[src/rtl/vga_pkg.sv]
// Shared constants, pattern encodings and colours for the VGA pixel stage.
// Also holds the compare-based colour-bar index helper.
package vga_pkg;

  localparam int H_VISIBLE = 640;
  localparam int V_VISIBLE = 480;
  localparam int BAR_WIDTH = 80;

  typedef enum logic [1:0] {
    MODE_BARS  = 2'b00,
    MODE_CHECK = 2'b01,
    MODE_BOX   = 2'b10,
    MODE_GRAD  = 2'b11
  } mode_e;

  localparam logic [11:0] COL_BOX   = 12'hF80;
  localparam logic [11:0] COL_BG    = 12'h004;
  localparam logic [11:0] COL_WHITE = 12'hFFF;
  localparam logic [11:0] COL_BLACK = 12'h000;

  // Bar number from a chain of constant compares, avoiding a divide-by-80.
  function automatic logic [2:0] bar_index(input logic [9:0] px);
    logic [2:0] idx;
    idx = 3'd0;
    for (int k = 1; k < 8; k++) begin
      if (px >= 10'(k * BAR_WIDTH)) idx = 3'(k);
    end
    return idx;
  endfunction

endpackage

[src/rtl/box_mover.sv]
// One axis of the bouncing box: steps by SPEED on each strobe, saturating and
// reversing at 0 and LIMIT-SIZE. Position updates the edge after step_i.
module box_mover #(
  parameter int LIMIT = 640,
  parameter int SIZE  = 32,
  parameter int SPEED = 2,
  parameter int INIT  = 100
) (
  input  logic       clk,
  input  logic       rst,
  input  logic       step_i,
  output logic [9:0] pos_o,
  output logic       dir_o
);

  localparam logic [10:0] MAX_POS = 11'(LIMIT - SIZE);
  localparam logic [9:0]  SPD     = 10'(SPEED);

  logic [9:0]  pos_q, pos_d;
  logic        dir_q, dir_d;
  logic [10:0] fwd;

  // dir_q = 0 moves towards higher coordinates, 1 towards zero.
  always_comb begin
    pos_d = pos_q;
    dir_d = dir_q;
    fwd   = {1'b0, pos_q} + 11'(SPEED);
    if (step_i) begin
      if (!dir_q) begin
        if (fwd > MAX_POS) begin
          pos_d = MAX_POS[9:0];
          dir_d = 1'b1;
        end else begin
          pos_d = fwd[9:0];
        end
      end else begin
        if (pos_q < SPD) begin
          pos_d = 10'd0;
          dir_d = 1'b0;
        end else begin
          pos_d = pos_q - SPD;
        end
      end
    end
  end

  always_ff @(posedge clk) begin
    if (rst) begin
      pos_q <= 10'(INIT);
      dir_q <= 1'b0;
    end else begin
      pos_q <= pos_d;
      dir_q <= dir_d;
    end
  end

  assign pos_o = pos_q;
  assign dir_o = dir_q;

endmodule

[src/rtl/vga_pattern_gen.sv]
// 640x480 pattern generator: bars, checker, bouncing box, gradient; no backpressure.
// RGB and syncs leave 2 clk after the counters; mode/box change only at frame_tick.
module vga_pattern_gen
  import vga_pkg::*;
#(
  parameter int BOX_SIZE  = 32,
  parameter int BOX_SPEED = 2,
  parameter int BOX_X0    = 100,
  parameter int BOX_Y0    = 60
) (
  input  logic       clk,
  input  logic       rst,
  input  logic       hsync_in,
  input  logic       vsync_in,
  input  logic       video_on,
  input  logic [9:0] x,
  input  logic [9:0] y,
  input  logic [1:0] mode,
  input  logic       freeze,
  output logic [3:0] red,
  output logic [3:0] green,
  output logic [3:0] blue,
  output logic       hsync,
  output logic       vsync,
  output logic       frame_tick
);

  logic [9:0]  x_q, y_q;
  logic        von_q;
  logic        hs_q, vs_q;
  logic [11:0] rgb_q, rgb_d;
  logic        ft_q, ft_d;
  mode_e       mode_q;

  logic [9:0]  box_x, box_y;
  logic        dir_x, dir_y;
  logic        box_step;
  logic [2:0]  bar_c;
  logic        in_box;
  logic [11:0] col;

  assign box_step = ft_q & ~freeze;
  assign ft_d     = (x == 10'd0) && (y == 10'(V_VISIBLE));

  box_mover #(
    .LIMIT(H_VISIBLE), .SIZE(BOX_SIZE), .SPEED(BOX_SPEED), .INIT(BOX_X0)
  ) u_box_x (
    .clk(clk), .rst(rst), .step_i(box_step), .pos_o(box_x), .dir_o(dir_x)
  );

  box_mover #(
    .LIMIT(V_VISIBLE), .SIZE(BOX_SIZE), .SPEED(BOX_SPEED), .INIT(BOX_Y0)
  ) u_box_y (
    .clk(clk), .rst(rst), .step_i(box_step), .pos_o(box_y), .dir_o(dir_y)
  );

  always_comb begin
    col    = COL_BLACK;
    bar_c  = 3'd7 - bar_index(x_q);
    in_box = ({1'b0, x_q} >= {1'b0, box_x}) &&
             ({1'b0, x_q} <  ({1'b0, box_x} + 11'(BOX_SIZE))) &&
             ({1'b0, y_q} >= {1'b0, box_y}) &&
             ({1'b0, y_q} <  ({1'b0, box_y} + 11'(BOX_SIZE)));
    case (mode_q)
      MODE_BARS:  col = {{4{bar_c[1]}}, {4{bar_c[2]}}, {4{bar_c[0]}}};
      MODE_CHECK: col = (x_q[5] ^ y_q[5]) ? COL_WHITE : COL_BLACK;
      MODE_BOX:   col = in_box ? COL_BOX : COL_BG;
      MODE_GRAD:  col = {x_q[9:6], y_q[8:5], x_q[5:2] ^ y_q[5:2]};
      default:    col = COL_BLACK;
    endcase
    rgb_d = von_q ? col : COL_BLACK;
  end

  always_ff @(posedge clk) begin
    if (rst) begin
      x_q    <= '0;
      y_q    <= '0;
      von_q  <= 1'b0;
      hs_q   <= 1'b1;
      vs_q   <= 1'b1;
      rgb_q  <= '0;
      ft_q   <= 1'b0;
      mode_q <= MODE_BARS;
    end else begin
      x_q   <= x;
      y_q   <= y;
      von_q <= video_on;
      // Syncs already trail x/y by one clk, so a single stage lines them up with RGB.
      hs_q  <= hsync_in;
      vs_q  <= vsync_in;
      rgb_q <= rgb_d;
      ft_q  <= ft_d;
      if (ft_q) mode_q <= mode_e'(mode);
    end
  end

  assign red        = rgb_q[11:8];
  assign green      = rgb_q[7:4];
  assign blue       = rgb_q[3:0];
  assign hsync      = hs_q;
  assign vsync      = vs_q;
  assign frame_tick = ft_q;

endmodule

[config.mk]
export PLATFORM = sky130hd
export DESIGN_NAME = vga_pattern_gen
export DESIGN_NICKNAME = d
export VERILOG_FILES = /design/src/rtl/vga_pkg.sv /design/src/rtl/box_mover.sv /design/src/rtl/vga_pattern_gen.sv
export SDC_FILE = /design/constraint.sdc
export NUM_CORES = 1
export LEC_CHECK = 0
export BUFFER_PORTS_ARGS = -buffer_cell sky130_fd_sc_hd__buf_2
export CAP_MARGIN = 0
export CORE_MARGIN = 2
export CORE_UTILIZATION = 60
export CTS_CLUSTER_DIAMETER = 60
export DETAILED_ROUTE_END_ITERATION = 12
export GPL_TIMING_DRIVEN = 0
export PLACE_DENSITY = 0.84
export SYNTH_ARGS = -nofsm -noshare
export SYNTH_HDL_FRONTEND = slang
export SYNTH_HIERARCHICAL = 1
export SYNTH_SLANG_ARGS = --single-unit
export TNS_END_PERCENT = 5
[constraint.sdc]
create_clock -name clk -period 3.45 [get_ports clk]
set_input_delay 0.1725 -clock clk [delete_from_list [all_inputs] [get_ports clk]]
set_output_delay 0.1725 -clock clk [all_outputs]
set_load 0.01 [all_outputs]
# After elaboration in Yosys (flattened, before gate mapping)

Index checks and enable logic that the tools add are counted.

Equal/unequal tests: 4
$add $sub $neg: 7
$lt $le $gt $ge: 15
Bitwise logic cells: 5
Reduce and logical (&&, ||, !) cells: 7
Mux-type cells: 22

Operators with widths:

| kind                    | number |
|---|---|
| $mux W10                | 6 |
| $pmux W12 S4            | 1 |
| $ge A10 B9 Y1 const B   | 3 |
| $mux W12                | 2 |
| $add A10 B2 Y11 const B | 2 |
| $add A10 B6 Y11 const B | 2 |
| $lt A10 B11 Y1          | 2 |
| $ge A10 B10 Y1          | 2 |
| $ge A10 B8 Y1 const B   | 2 |
| $lt A10 B2 Y1 const B   | 2 |
| $sub A10 B2 Y10 const B | 2 |
| $mux W3                 | 6 |
| $gt A11 B10 Y1 const B  | 1 |
| $gt A11 B9 Y1 const B   | 1 |
| $eq A10 B9 Y1 const B   | 1 |
| $ge A10 B10 Y1 const B  | 1 |
| $ge A10 B7 Y1 const B   | 1 |
| $logic_not A10 Y1       | 1 |
| $mux W1                 | 7 |
| $eq A2 B2 Y1 const B    | 2 |
| $logic_and A1 B1 Y1     | 4 |
| $xor A4 B4 Y4           | 1 |
| $sub A3 B3 Y3 const A   | 1 |
| $eq A2 B1 Y1 const B    | 1 |
| other kinds (5)         | 6 |

Logic and storage cells: 72
Register bits: 60
Bits of input ports: 28
Output and inout bits: 15

# Longest topological paths before layout

Gate-level depths: netlist (run 1).

Depth in word-level cells: 10
Gate-level depth with buffers: 11
Mapped depth without buffers: 10

# Hierarchy

The synthesis (run 1) kept the hierarchy.

Modules (own cells, without submodules):

| module               | area an instance (µm²) | cells an instance | sequential area each (µm²) | times used |
|---|---|---|---|---|
| vga_pattern_gen      | 2189.6                 | 255               | 760.7                      | 1 |
| box_mover at u_box_x | 987.2                  | 132               | 200.2                      | 1 |
| box_mover at u_box_y | 973.4                  | 126               | 200.2                      | 1 |

# Worst setup path after synthesis (run 1)

No wires, ideal clock.

Path kind: reg-to-reg
Start point: reg u_box_x.pos_q[6] (netlist: u_box_x/pos_o[6])
End point: reg rgb_q[2]
Period minus slack after synthesis: 2408 ps
Required time: 3335 ps
Library setup time: 115 ps
Path buffers: 1
Slack: 1042 ps
Stages on the path, launching flop included: 12
Data arrival time: 2293 ps
Cell sequence: dfxtp_1 > ha_1 > nand3_1 > xnor2_1 > ha_1 > a21oi_1 > nand2_1 > a21oi_1 > o211ai_1 > or4_1 > buf_2 > and3_1

Longest elaborated chain between the ends: 7
Elaborated cells on any way between the ends: 8
Classes of those cells: add/sub: 1; order compare: 2; mux: 2; reduce/logical: 3

RTL lines:

| item                    | line                  | text |
|---|---|---|
| start, declared         | box_mover.sv:19       | `logic [9:0] pos_q, pos_d;` |
| start signal, assigned  | box_mover.sv:49       | `pos_q <= 10'(INIT);` |
| start signal, assigned  | box_mover.sv:52       | `pos_q <= pos_d;` |
| $add A10 B6 Y11         | vga_pattern_gen.sv:61 | `({1'b0, x_q} < ({1'b0, box_x} + 11'(BOX_SIZE))) &&` |
| $lt A10 B11 Y1          | vga_pattern_gen.sv:61 |  |
| $logic_and A1 B1 Y1 (*) | vga_pattern_gen.sv:60 | `in_box = ({1'b0, x_q} >= {1'b0, box_x}) &&` |
| $logic_and A1 B1 Y1 (*) | vga_pattern_gen.sv:61 |  |
| $logic_and A1 B1 Y1 (*) | vga_pattern_gen.sv:62 | `({1'b0, y_q} >= {1'b0, box_y}) &&` |
| $mux W12 (*)            | vga_pattern_gen.sv:67 | `MODE_BOX: col = in_box ? COL_BOX : COL_BG;` |
| $pmux W12 S4 (*)        | vga_pattern_gen.sv:64 | `case (mode_q)` |
| end signal, assigned    | vga_pattern_gen.sv:91 | `rgb_q <= rgb_d;` |
| end, declared           | vga_pattern_gen.sv:31 | `logic [11:0] rgb_q, rgb_d;` |

Every way passes the cells marked *; elsewhere a longest branch is shown, timed or not.
A chain may end at the register's enable or synchronous reset.

# Worst setup path in the final report (run 1)

Start point: reg u_box_y.pos_q[5] (netlist: u_box_y/pos_o[5])
End point: reg rgb_q[2]

Longest elaborated chain between the ends: 5
Elaborated cells on any way between the ends: 7
Classes of those cells: add/sub: 1; order compare: 2; mux: 2; reduce/logical: 2

RTL lines:

| item                                                         | line |
|---|---|
| start, declared                                              | box_mover.sv:19 |
| start signal, assigned                                       | box_mover.sv:49 |
| start signal, assigned                                       | box_mover.sv:52 |
| $add A10 B6 Y11 / $ge A10 B10 Y1 (equally long branches)     | vga_pattern_gen.sv:63, vga_pattern_gen.sv:62 |
| $lt A10 B11 Y1 / $logic_and A1 B1 Y1 (equally long branches) | vga_pattern_gen.sv:63, vga_pattern_gen.sv:61 |
| $logic_and A1 B1 Y1 (*)                                      | vga_pattern_gen.sv:62 |
| $mux W12 (*)                                                 | vga_pattern_gen.sv:67 |
| $pmux W12 S4 (*)                                             | vga_pattern_gen.sv:64 |

Marks and branches as above.

==> results.py, run 1 <==
metrics = {
    "run_status": {
        "status": "finished clean",
    },
    "worst_setup_path": {
        "crit_chain": "ha_1 > nand3_1 > xnor2_1 > ha_1 > nor2b_1 > o21ai_0 > o211ai_1 > or4_1 > buf_2 > and3_1",
        "crit_fanout": 13,
        "worstSetupStartpointType": "flip-flop",
        "end_kind": "flip-flop",
        "path_class": "flip-flop to flip-flop",
        "worstPathArrival_ns": 3.09,
        "worstPathRequired_ns": 3.68,
        "max_stage_delay_ns": 0.60,
        "cp_num_cells": 10,
        "cp_num_buf_inv": 1,
        "crit_slowest_cell": "dfxtp_1",
        "crit_top_cell": "ha_1",
        "cpLargestDelayFamily": "simple AND/OR/NAND/NOR gates",
        "worstRegToRegCells": 10,
    },
    "yosys": {
        "syn_inst": 513,
        "syn-cell-area_mm2": 0.004150,
        "synth_seq_cells": 58,
        "ys_seq_area_share_pct": 27.98,
        "synth_edf_count": 0,
        "syn_avg_cell_area_um2": 8.090,
        "ys_warn_count": 6,
        "synth-async-reset-ratio_pct": 0,
        "synth_top_flop_cell": "dfxtp_1",
        "synthesis.nets": 577,
        "synthDistinctLibCells": 78,
    },
    "sta": {
        "max_freq_mhz": 349.6,
        "tightest_slew_ns": 0.6649,
        "slew_viol_final": 0,
        "slew_headroom_pct": 54.53,
        "holdWs_ns": 0.01918,
        "rsz0062_at_grt": "no",
        "tns_ns": 0,
        "hold_violations": 0,
        "fin_skew_ns": 0.01038,
        "period_minus_slack_ns": 2.860,
        "finalCritPeriodShare_pct": 82.90,
        "setup_viol": 0,
    },
    "detailed_routing": {
        "ant_nets": 0,
        "routedWlPerCell_um": 17.30,
        "drc": 0,
        "drtIter0Drc": 334,
        "num_vias": 4232,
        "first_pass_iters": 5,
        "viasPerCell": 6.491,
        "wl_um": 11280,
    },
    "die": {
        "boundaryPins": 43,
        "die_area_mm2": 0.007599,
        "core-area_mm2": 0.006756,
        "die_w_um": 87.17,
        "fp-row-count": 30,
        "die_h_um": 87.17,
        "initial_core_util_pct": 61.43,
    },
    "place": {
        "place_congestion": 0.9083,
        "portBuffers": 42,
        "dpl_cell_area_mm2": 0.004461,
        "hpwl_um": 8142,
    },
    "job": {
        "drv_cap": 0,
    },
    "finish": {
        "num_antenna_cells": 0,
        "fillers": 524,
        "final_nets": 631,
        "stdcell_area_mm2": 0.004737,
        "regArea_mm2": 0.001161,
        "area_growth_pct": 14.14,
        "drive_gt1_share_pct": 15.03,
        "mostFrequentLayoutCell": "dfxtp_1",
        "layout_common_cells": "dfxtp_1, buf_2, a21oi_1",
        "multiInputGateArea_mm2": 0.002715,
    },
    "grt": {
        "grt-ovfl-total": 0,
        "grt_pass1_vias": 3905,
        "grt_pass1_wl_um": 18450,
        "grt_usage_pct": 30.32,
        "antenna_found_initial": 0,
        "grt_max_degree": 16,
    },
    "power": {
        "p_per_area_mw_per_mm2": 356.5,
        "worst_ir_drop_vdd_v": 0.0002344,
        "leakagePower_nw": 1.839,
    },
    "clock_tree": {
        "clock-sinks": 58,
        "numCtsBuffers": 9,
        "insertion_delay_ns": 0.34,
        "cts-htree-levels": 3,
        "clk_path_buf_depth": 2,
        "root_buffer": "clkbuf_8",
        "clkTransAtPathRegs_ns": 0.07,
        "cts_tree": "yes",
    },
    "hold_path": {
        "hold_path.class": "input port to flip-flop",
        "hold_depth": 2,
    },
}
## metrics by stage
step           total power, mW  instances  util (%)  setup slack [ns]
2_1_floorplan           0.7932        513         -             1.042
3_3_place_gp            0.8398        635     66.02            0.6210
3_5_place_dp            0.8460        635     66.02            0.6388
4_1_cts                  1.686        651     69.96            0.6080
5_1_grt                  1.737        652     70.11            0.4201
6_report                 1.689        652     70.11            0.5899
## path summary, 6_finish.rpt
kind	start	endpoint	slack (ns)
min	hsync_in	hsync$_SDFF_PP1_	0.02
min reg2reg	y_q[7]$_SDFF_PP0_	rgb_q[6]$_SDFF_PP0_	0.51
max	u_box_y/pos_o[5]$_SDFFE_PP1P_	rgb_q[2]$_SDFF_PP0_	0.59
max reg2reg	u_box_y/pos_o[5]$_SDFFE_PP1P_	rgb_q[2]$_SDFF_PP0_	0.59
## synthesized netlist by cell type, types with 4 or more instances
master / n / share of area, %
dfxtp_1: 58 / 28
mux2i_1: 6 / 1.4
nor3_1: 22 / 2.7
o311ai_0: 4 / 0.84
or2_2: 7 / 1.1
o21ai_0: 21 / 2.5
a31oi_1: 10 / 1.5
nand3_1: 15 / 1.8
nand4_1: 7 / 1.1
xor2_1: 5 / 1.1
nor2_1: 28 / 2.5
nor4_1: 6 / 0.90
nand2_1: 30 / 2.7
ha_1: 36 / 11
o32ai_1: 5 / 1.1
and3_1: 8 / 1.2
or3_1: 4 / 0.60
o211ai_1: 7 / 1.3
clkbuf_1: 27 / 2.4
nand4b_1: 5 / 1.1
inv_1: 32 / 2.9
a41oi_1: 5 / 1.1
nand3b_1: 4 / 0.72
a21oi_1: 37 / 4.5
nand2b_1: 4 / 0.60
nor2b_1: 26 / 3.9
xnor2_1: 10 / 2.1
## registers in the layout, summed over array words and instances, names as in the netlist
register / flops
frame_tick: 1
hsync: 1
mode_q: 2
rgb_q: 12
u_box_x/dir_o: 1
u_box_x/pos_o: 9
u_box_y/dir_o: 1
u_box_y/pos_o: 9
von_q: 1
vsync: 1
x_q: 10
y_q: 10
## power by group
group | switching, mW | total (mW) | internal [mW]
clock network | 0.281 | 0.853 | 0.572
logic | 0.0716 | 0.131 | 0.0590
registers | 0.0160 | 0.705 | 0.689
total | 0.369 | 1.69 | 1.32
## kinds of logic (layout without fill, tap and decap cells)
kind of cell,Yosys count,count (layout),share of synthesized area (%)
AOI/OAI and AO/OA,139,139,24.09
xor gates and xnor gates,15,15,3.165
adders and majority gates,36,36,10.85
buffers and inverters,68,127,6.602
DFF,58,58,27.98
muxes,7,7,1.779
other,2,2,0.1810
and+or+nand+nor,188,188,25.35
## routing by layer
metal | vias up | part of all wire (%) | track usage (%)
li1 | 1995 | - | -
met1 | 1959 | 41 | 38.64
met2 | 243 | 48 | 51.42
met3 | 35 | 8.1 | 4.739
met4 | 0 | 2.5 | 11.61
met5 | - | 0 | 0
## layout make-up
cell class	instances	area share [%]
clock inverter	5	2.641
tap	80	2.113
sequential	58	24.51
timing repair buffer	43	4.649
buffer	34	3.090
clock buffer	11	2.985
multi-input combinational	387	57.32
inverter	34	2.694
## repair_timing
action / CTS / global route
hold endpoints to repair: 0 / 1
hold buffers: 0 / 1
buffers inserted: 0 / 0
gates resized for setup: 0 / 0
No activity file was read; power rests on OpenSTA's default activity.
==> run 2: changes to the inputs <==
==> constraint.sdc (replaced) <==
create_clock -name clk -period 2.7 [get_ports clk]
set_input_delay 0.135 -clock clk [delete_from_list [all_inputs] [get_ports clk]]
set_output_delay 0.135 -clock clk [all_outputs]
set_load 0.01 [all_outputs]
==> run 2 against run 1 <==
Global-route usage grew 0.099 points. Non-clock buffer count grew 2. Fmax grew 9.8%. Largest cell class unchanged.
==> results.py, run 2 (synthesized netlist as in run 1, its figures left out) <==
metrics = {
    "run_status": {
        "status": "finished clean",
    },
    "detailed_routing": {
        "drc": 0,
        "routedWlPerCell_um": 17.38,
        "num_vias": 4263,
        "wl_um": 11370,
        "drtIter0Drc": 319,
        "first_pass_iters": 8,
        "ant_nets": 0,
        "viasPerCell": 6.518,
    },
    "finish": {
        "multiInputGateArea_mm2": 0.002728,
        "num_antenna_cells": 0,
        "largest_reg_flops": 12,
        "fillers": 516,
        "top_register": "rgb_q",
        "stdcell_count": 654,
        "area_growth_pct": 15.16,
        "drive_gt1_share_pct": 16.38,
        "final_nets": 633,
        "top_regs": "rgb_q (12), x_q (10), y_q (10)",
        "layout_common_cells": "dfxtp_1, buf_2, a21oi_1",
        "mostFrequentLayoutCell": "dfxtp_1",
        "regArea_mm2": 0.001172,
    },
    "hold_path": {
        "hold_path.class": "input port to flip-flop",
    },
    "clock_tree": {
        "clkTransAtPathRegs_ns": 0.07,
        "cts_tree": "yes",
        "cts-htree-levels": 3,
        "insertion_delay_ns": 0.34,
        "root_buffer": "clkbuf_8",
        "clk_path_buf_depth": 2,
        "numCtsBuffers": 9,
        "clock-sinks": 58,
    },
    "grt": {
        "grt-ovfl-total": 0,
        "antenna_found_initial": 0,
        "grt_pass1_wl_um": 18520,
        "grt_pass1_vias": 3928,
        "grt_usage_pct": 30.41,
        "grt_max_degree": 16,
    },
    "worst_setup_path": {
        "crit_chain": "clkbuf_1 > inv_1 > ha_1 > and4b_1 > o21ai_0 > a2111oi_4 > mux2i_2 > a41oi_1",
        "cp_num_buf_inv": 2,
        "worstSetupStartpointType": "flip-flop",
        "max_stage_delay_ns": 0.40,
        "path_class": "flip-flop to flip-flop",
        "crit_fanout": 9,
        "cpLargestDelayFamily": "compound AO/OA/AOI/OAI gates",
        "worstPathArrival_ns": 2.85,
        "crit_slowest_cell": "a2111oi_4",
        "worstPathRequired_ns": 2.95,
        "end_kind": "flip-flop",
    },
    "die": {
        "die_area_mm2": 0.007599,
        "die_h_um": 87.17,
        "initial_core_util_pct": 61.43,
        "fp-row-count": 30,
        "core-area_mm2": 0.006756,
        "boundaryPins": 43,
        "die_w_um": 87.17,
    },
    "sta": {
        "setup_viol": 0,
        "finalCritPeriodShare_pct": 96.44,
        "slew_headroom_pct": 53.99,
        "tns_ns": 0,
        "hold_violations": 0,
        "slew_viol_final": 0,
        "max_freq_mhz": 384.1,
        "rsz0062_at_grt": "yes",
        "fin_skew_ns": 0.009212,
        "tightest_slew_ns": 0.6860,
        "period_minus_slack_ns": 2.604,
    },
    "power": {
        "worst_ir_drop_vdd_v": 0.0002985,
        "p_per_area_mw_per_mm2": 450.7,
        "leakagePower_nw": 1.849,
    },
    "place": {
        "dp_cells": 635,
        "hpwl_um": 8142,
        "portBuffers": 42,
        "place_congestion": 0.9083,
    },
    "job": {
        "drv_cap": 0,
    },
}
-- run 2: cell count changes in the layout (fill, tap and decap cells not counted), sizes merged --
cell,change
buf,+1
dlygate4sd3,+1
-- run 2: final cells by class --
cell class / count / area share, %
multi-input combinational: 387 / 57.07
sequential: 58 / 24.53
timing repair buffer: 45 / 4.974
buffer: 34 / 3.089
clock buffer: 11 / 2.958
inverter: 34 / 2.670
clock inverter: 5 / 2.618
tap: 80 / 2.094
-- run 2: layer usage --
metal | up-vias | part of all wire (%) | track usage [%] | wire length (µm)
li1 | 2006 | - | - | -
met1 | 1981 | 42 | 38.64 | 4775
met2 | 246 | 48 | 51.77 | 5479
met3 | 30 | 7.6 | 4.739 | 868
met4 | 0 | 2.1 | 11.61 | 243
met5 | - | 0 | 0 | 0
-- run 2: worst paths after layout --
kind	to	slack, ns	startpoint	depth (start not counted)
worst max-delay path	u_box_y/pos_o[2]$_SDFFE_PP1P_	0.1	u_box_y/pos_o[2]$_SDFFE_PP1P_	8
worst min-delay path	y_q[6]$_SDFF_PP0_	0.01	y[6]	2
worst max register to register	u_box_y/pos_o[2]$_SDFFE_PP1P_	0.1	u_box_y/pos_o[2]$_SDFFE_PP1P_	8
worst min register to register	rgb_q[6]$_SDFF_PP0_	0.51	y_q[7]$_SDFF_PP0_	2
-- run 2: repair_timing --
item,in CTS,in global routing
hold endpoints to repair,2,0
pin swaps,0,1
setup endpoints to repair,6,9
buffers inserted,0,1
gates resized for setup,3,9
hold buffers,2,0
-- run 2: where the power goes --
group          internal, mW  leakage (nW)  switching [mW]
clock                 0.731         0.134           0.356
combinational        0.0767          1.24          0.0922
sequential            0.878         0.475          0.0209
-- run 2: worst register-to-register path: cells and delay by family (launching register included) --
family,cells,cell delay (ns)
muxes,1,0.20
DFF,1,0.35
AOI/OAI and AO/OA,3,0.88
and+or+nand+nor,1,0.26
buffers and inverters,2,0.46
adders and majority gates,1,0.35
-- run 2: through the flow --
| step | cell area (µm²) | util [%] | power [mW] | hold slack (ns) | worst slack, ns |
|---|---|---|---|---|---|
| 2_1_floorplan | 4150 | - | 1.014 | 0.2066 | 0.2916 |
| 3_3_place_gp | 4461 | 66.02 | 1.073 | 0.3170 | -0.1290 |
| 3_5_place_dp | 4461 | 66.02 | 1.081 | 0.3226 | -0.1112 |
| 4_1_cts | 4752 | 70.33 | 2.156 | 0.01500 | 0.01999 |
| 5_1_grt | 4780 | 70.74 | 2.219 | 0.01886 | -0.02202 |
| 6_report | 4780 | 70.74 | 2.154 | 0.01083 | 0.09622 |
==> run 3: changes to the inputs <==
--- a/config.mk
+++ b/config.mk
@@ -11,7 +11,6 @@
 export CORE_UTILIZATION = 60
 export CTS_CLUSTER_DIAMETER = 60
 export DETAILED_ROUTE_END_ITERATION = 12
-export GPL_TIMING_DRIVEN = 0
 export PLACE_DENSITY = 0.84
 export SYNTH_ARGS = -nofsm -noshare
 export SYNTH_HDL_FRONTEND = slang
==> run 3 against run 2 <==
Worst setup slack about the same. Clock power down 12%. Sequential cell count unchanged. Sequential share of layout area hardly changed. Sequential power rose by 0.9%. Die area stayed put. Fmax barely moved. First-iteration DRC count down 13%. Count of clock-buffer cells in the layout rose by 1. Combinational power about the same. Critical path depth is 1 higher. Critical endpoint is now rgb_q[2]$_SDFF_PP0_. Largest power group unchanged. Highest routed layer unchanged.
==> results.py, run 3 (synthesized netlist as in run 1, its figures left out) <==
metrics = {
    "detailed_routing": {
        "drc": 0,
        "first_pass_iters": 5,
        "drtIter0Drc": 276,
        "num_vias": 4149,
        "routedWlPerCell_um": 17.94,
        "viasPerCell": 6.473,
        "wl_um": 11500,
        "ant_nets": 0,
    },
    "worst_setup_path": {
        "crit_top_cell": "ha_1",
        "crit_chain": "ha_1 > nand3_1 > xnor2_1 > ha_1 > nor2b_1 > o21ai_0 > o211ai_1 > or4_4 > and3_1",
        "cpLargestDelayFamily": "simple AND/OR/NAND/NOR gates",
        "cp_num_buf_inv": 0,
        "end_kind": "flip-flop",
        "worstPathRequired_ns": 2.93,
        "crit_fanout": 6,
        "max_stage_delay_ns": 0.55,
        "worstSetupStartpointType": "flip-flop",
        "path_class": "flip-flop to flip-flop",
        "worstPathArrival_ns": 2.84,
        "crit_slowest_cell": "or4_4",
    },
    "clock_tree": {
        "cts_tree": "yes",
        "numCtsBuffers": 9,
        "root_buffer": "clkbuf_8",
        "clkTransAtPathRegs_ns": 0.07,
        "cts-htree-levels": 3,
        "clk_path_buf_depth": 2,
        "clock-sinks": 58,
        "insertion_delay_ns": 0.35,
    },
    "finish": {
        "top_regs": "rgb_q (12), x_q (10), y_q (10)",
        "stdcell_count": 641,
        "stdcell_area_mm2": 0.004743,
        "top_register": "rgb_q",
        "area_growth_pct": 14.29,
        "regArea_mm2": 0.001161,
        "fillers": 531,
        "largest_reg_flops": 12,
        "num_antenna_cells": 0,
        "multiInputGateArea_mm2": 0.002719,
        "final_nets": 620,
        "layout_common_cells": "dfxtp_1, buf_2, a21oi_1",
        "drive_gt1_share_pct": 18.36,
        "mostFrequentLayoutCell": "dfxtp_1",
    },
    "die": {
        "die_w_um": 87.17,
        "die_h_um": 87.17,
        "boundaryPins": 43,
        "die_area_mm2": 0.007599,
        "initial_core_util_pct": 61.43,
        "fp-row-count": 30,
        "core-area_mm2": 0.006756,
    },
    "job": {
        "drv_cap": 0,
    },
    "power": {
        "clock_power_share_pct": 47.1,
        "p_seq_share_pct": 44.7,
        "pwr-share-comb_pct": 8.2,
        "p_sw_mw": 0.4771,
        "intPower_mw": 1.550,
        "swShare_pct": 23.54,
        "leakagePower_nw": 1.877,
        "worst_ir_drop_vdd_v": 0.0002651,
        "p_per_area_mw_per_mm2": 427.3,
    },
    "grt": {
        "grt-ovfl-total": 0,
        "grt_pass1_wl_um": 18470,
        "grt_max_degree": 39,
        "antenna_found_initial": 0,
        "grt_usage_pct": 30.82,
        "grt_pass1_vias": 3952,
    },
    "sta": {
        "max_freq_mhz": 384.0,
        "worst_slack_ns": 0.09596,
        "period_minus_slack_ns": 2.604,
        "setup_viol": 0,
        "slew_headroom_pct": 51.37,
        "tns_ns": 0,
        "slew_viol_final": 0,
        "fin_skew_ns": 0.009583,
        "hold_violations": 0,
        "tightest_slew_ns": 0.7294,
        "rsz0062_at_grt": "no",
        "holdWs_ns": 0.009015,
        "finalCritPeriodShare_pct": 96.45,
    },
    "place": {
        "dpl_worst_slack_ns": 0.2134,
        "portBuffers": 42,
        "place_congestion": 0.9593,
        "hpwl_um": 8150,
        "dp_cells": 622,
        "dpl_cell_area_mm2": 0.004472,
    },
    "hold_path": {
        "hold_path.class": "input port to flip-flop",
    },
    "run_status": {
        "status": "finished clean",
    },
}
[run 3: changes by cell type in the layout (fill, tap and decap cells not counted), moves of 2 or more]
cell | before | now
bufinv_16 | 4 | 2
buf_2 | 45 | 42
buf_4 | 3 | 21
clkbuf_1 | 27 | 0
dfxtp_4 | 3 | 0
dfxtp_1 | 55 | 58
clkbuf_8 | 10 | 12
[run 3: final timing paths]
path	start	end	depth (start not counted)	slack [ns]
setup reg to reg	u_box_y/pos_o[6]$_SDFFE_PP0P_	rgb_q[2]$_SDFF_PP0_	9	0.1
setup / recovery	u_box_y/pos_o[6]$_SDFFE_PP0P_	rgb_q[2]$_SDFF_PP0_	9	0.1
hold reg to reg	y_q[7]$_SDFF_PP0_	rgb_q[6]$_SDFF_PP0_	2	0.52
hold / removal	y[3]	y_q[3]$_SDFF_PP0_	2	0.009
[run 3: timing repair]
item | CTS | global route
endpoints found under the setup margin | 0 | 3
endpoints found under the hold margin | 3 | 0
resized for setup | 0 | 1
hold buffers | 3 | 0
setup buffers | 0 | 0
[run 3: power groups by stage]
| stage | combinational, mW | clock [mW] | sequential [mW] |
|---|---|---|---|
| 2_1_floorplan | 0.0959 | 0 | 0.918 |
| 3_3_place_gp | 0.148 | 0 | 0.922 |
| 3_5_place_dp | 0.157 | 0 | 0.924 |
| 4_1_cts | 0.164 | 0.959 | 0.904 |
| 5_1_grt | 0.185 | 0.992 | 0.907 |
| 6_report | 0.166 | 0.955 | 0.906 |
[run 3: area by class of cell]
| type | count | share of cell area, % |
|---|---|---|
| multi-input combinational | 387 | 57.32 |
| sequential | 58 | 24.48 |
| clock buffer | 12 | 3.482 |
| clock inverter | 4 | 1.530 |
| tap | 80 | 2.110 |
| inverter | 34 | 2.691 |
| timing repair buffer | 66 | 8.388 |
[run 3: layer usage]
layer | global-route usage, % | wire (µm) | up-vias
li1 | - | - | 1977
met1 | 37.86 | 4668 | 1899
met5 | 0 | 0 | -
met4 | 13.99 | 420 | 0
met2 | 51.70 | 5485 | 226
met3 | 6.445 | 928 | 47
[run 3: per-stage QoR]
| step | power, mW | util [%] |
|---|---|---|
| 6_report | 2.027 | 70.20 |
| 3_3_place_gp | 1.070 | 66.19 |
| 2_1_floorplan | 1.014 | - |
| 5_1_grt | 2.084 | 70.20 |
| 4_1_cts | 2.027 | 70.15 |
| 3_5_place_dp | 1.081 | 66.19 |
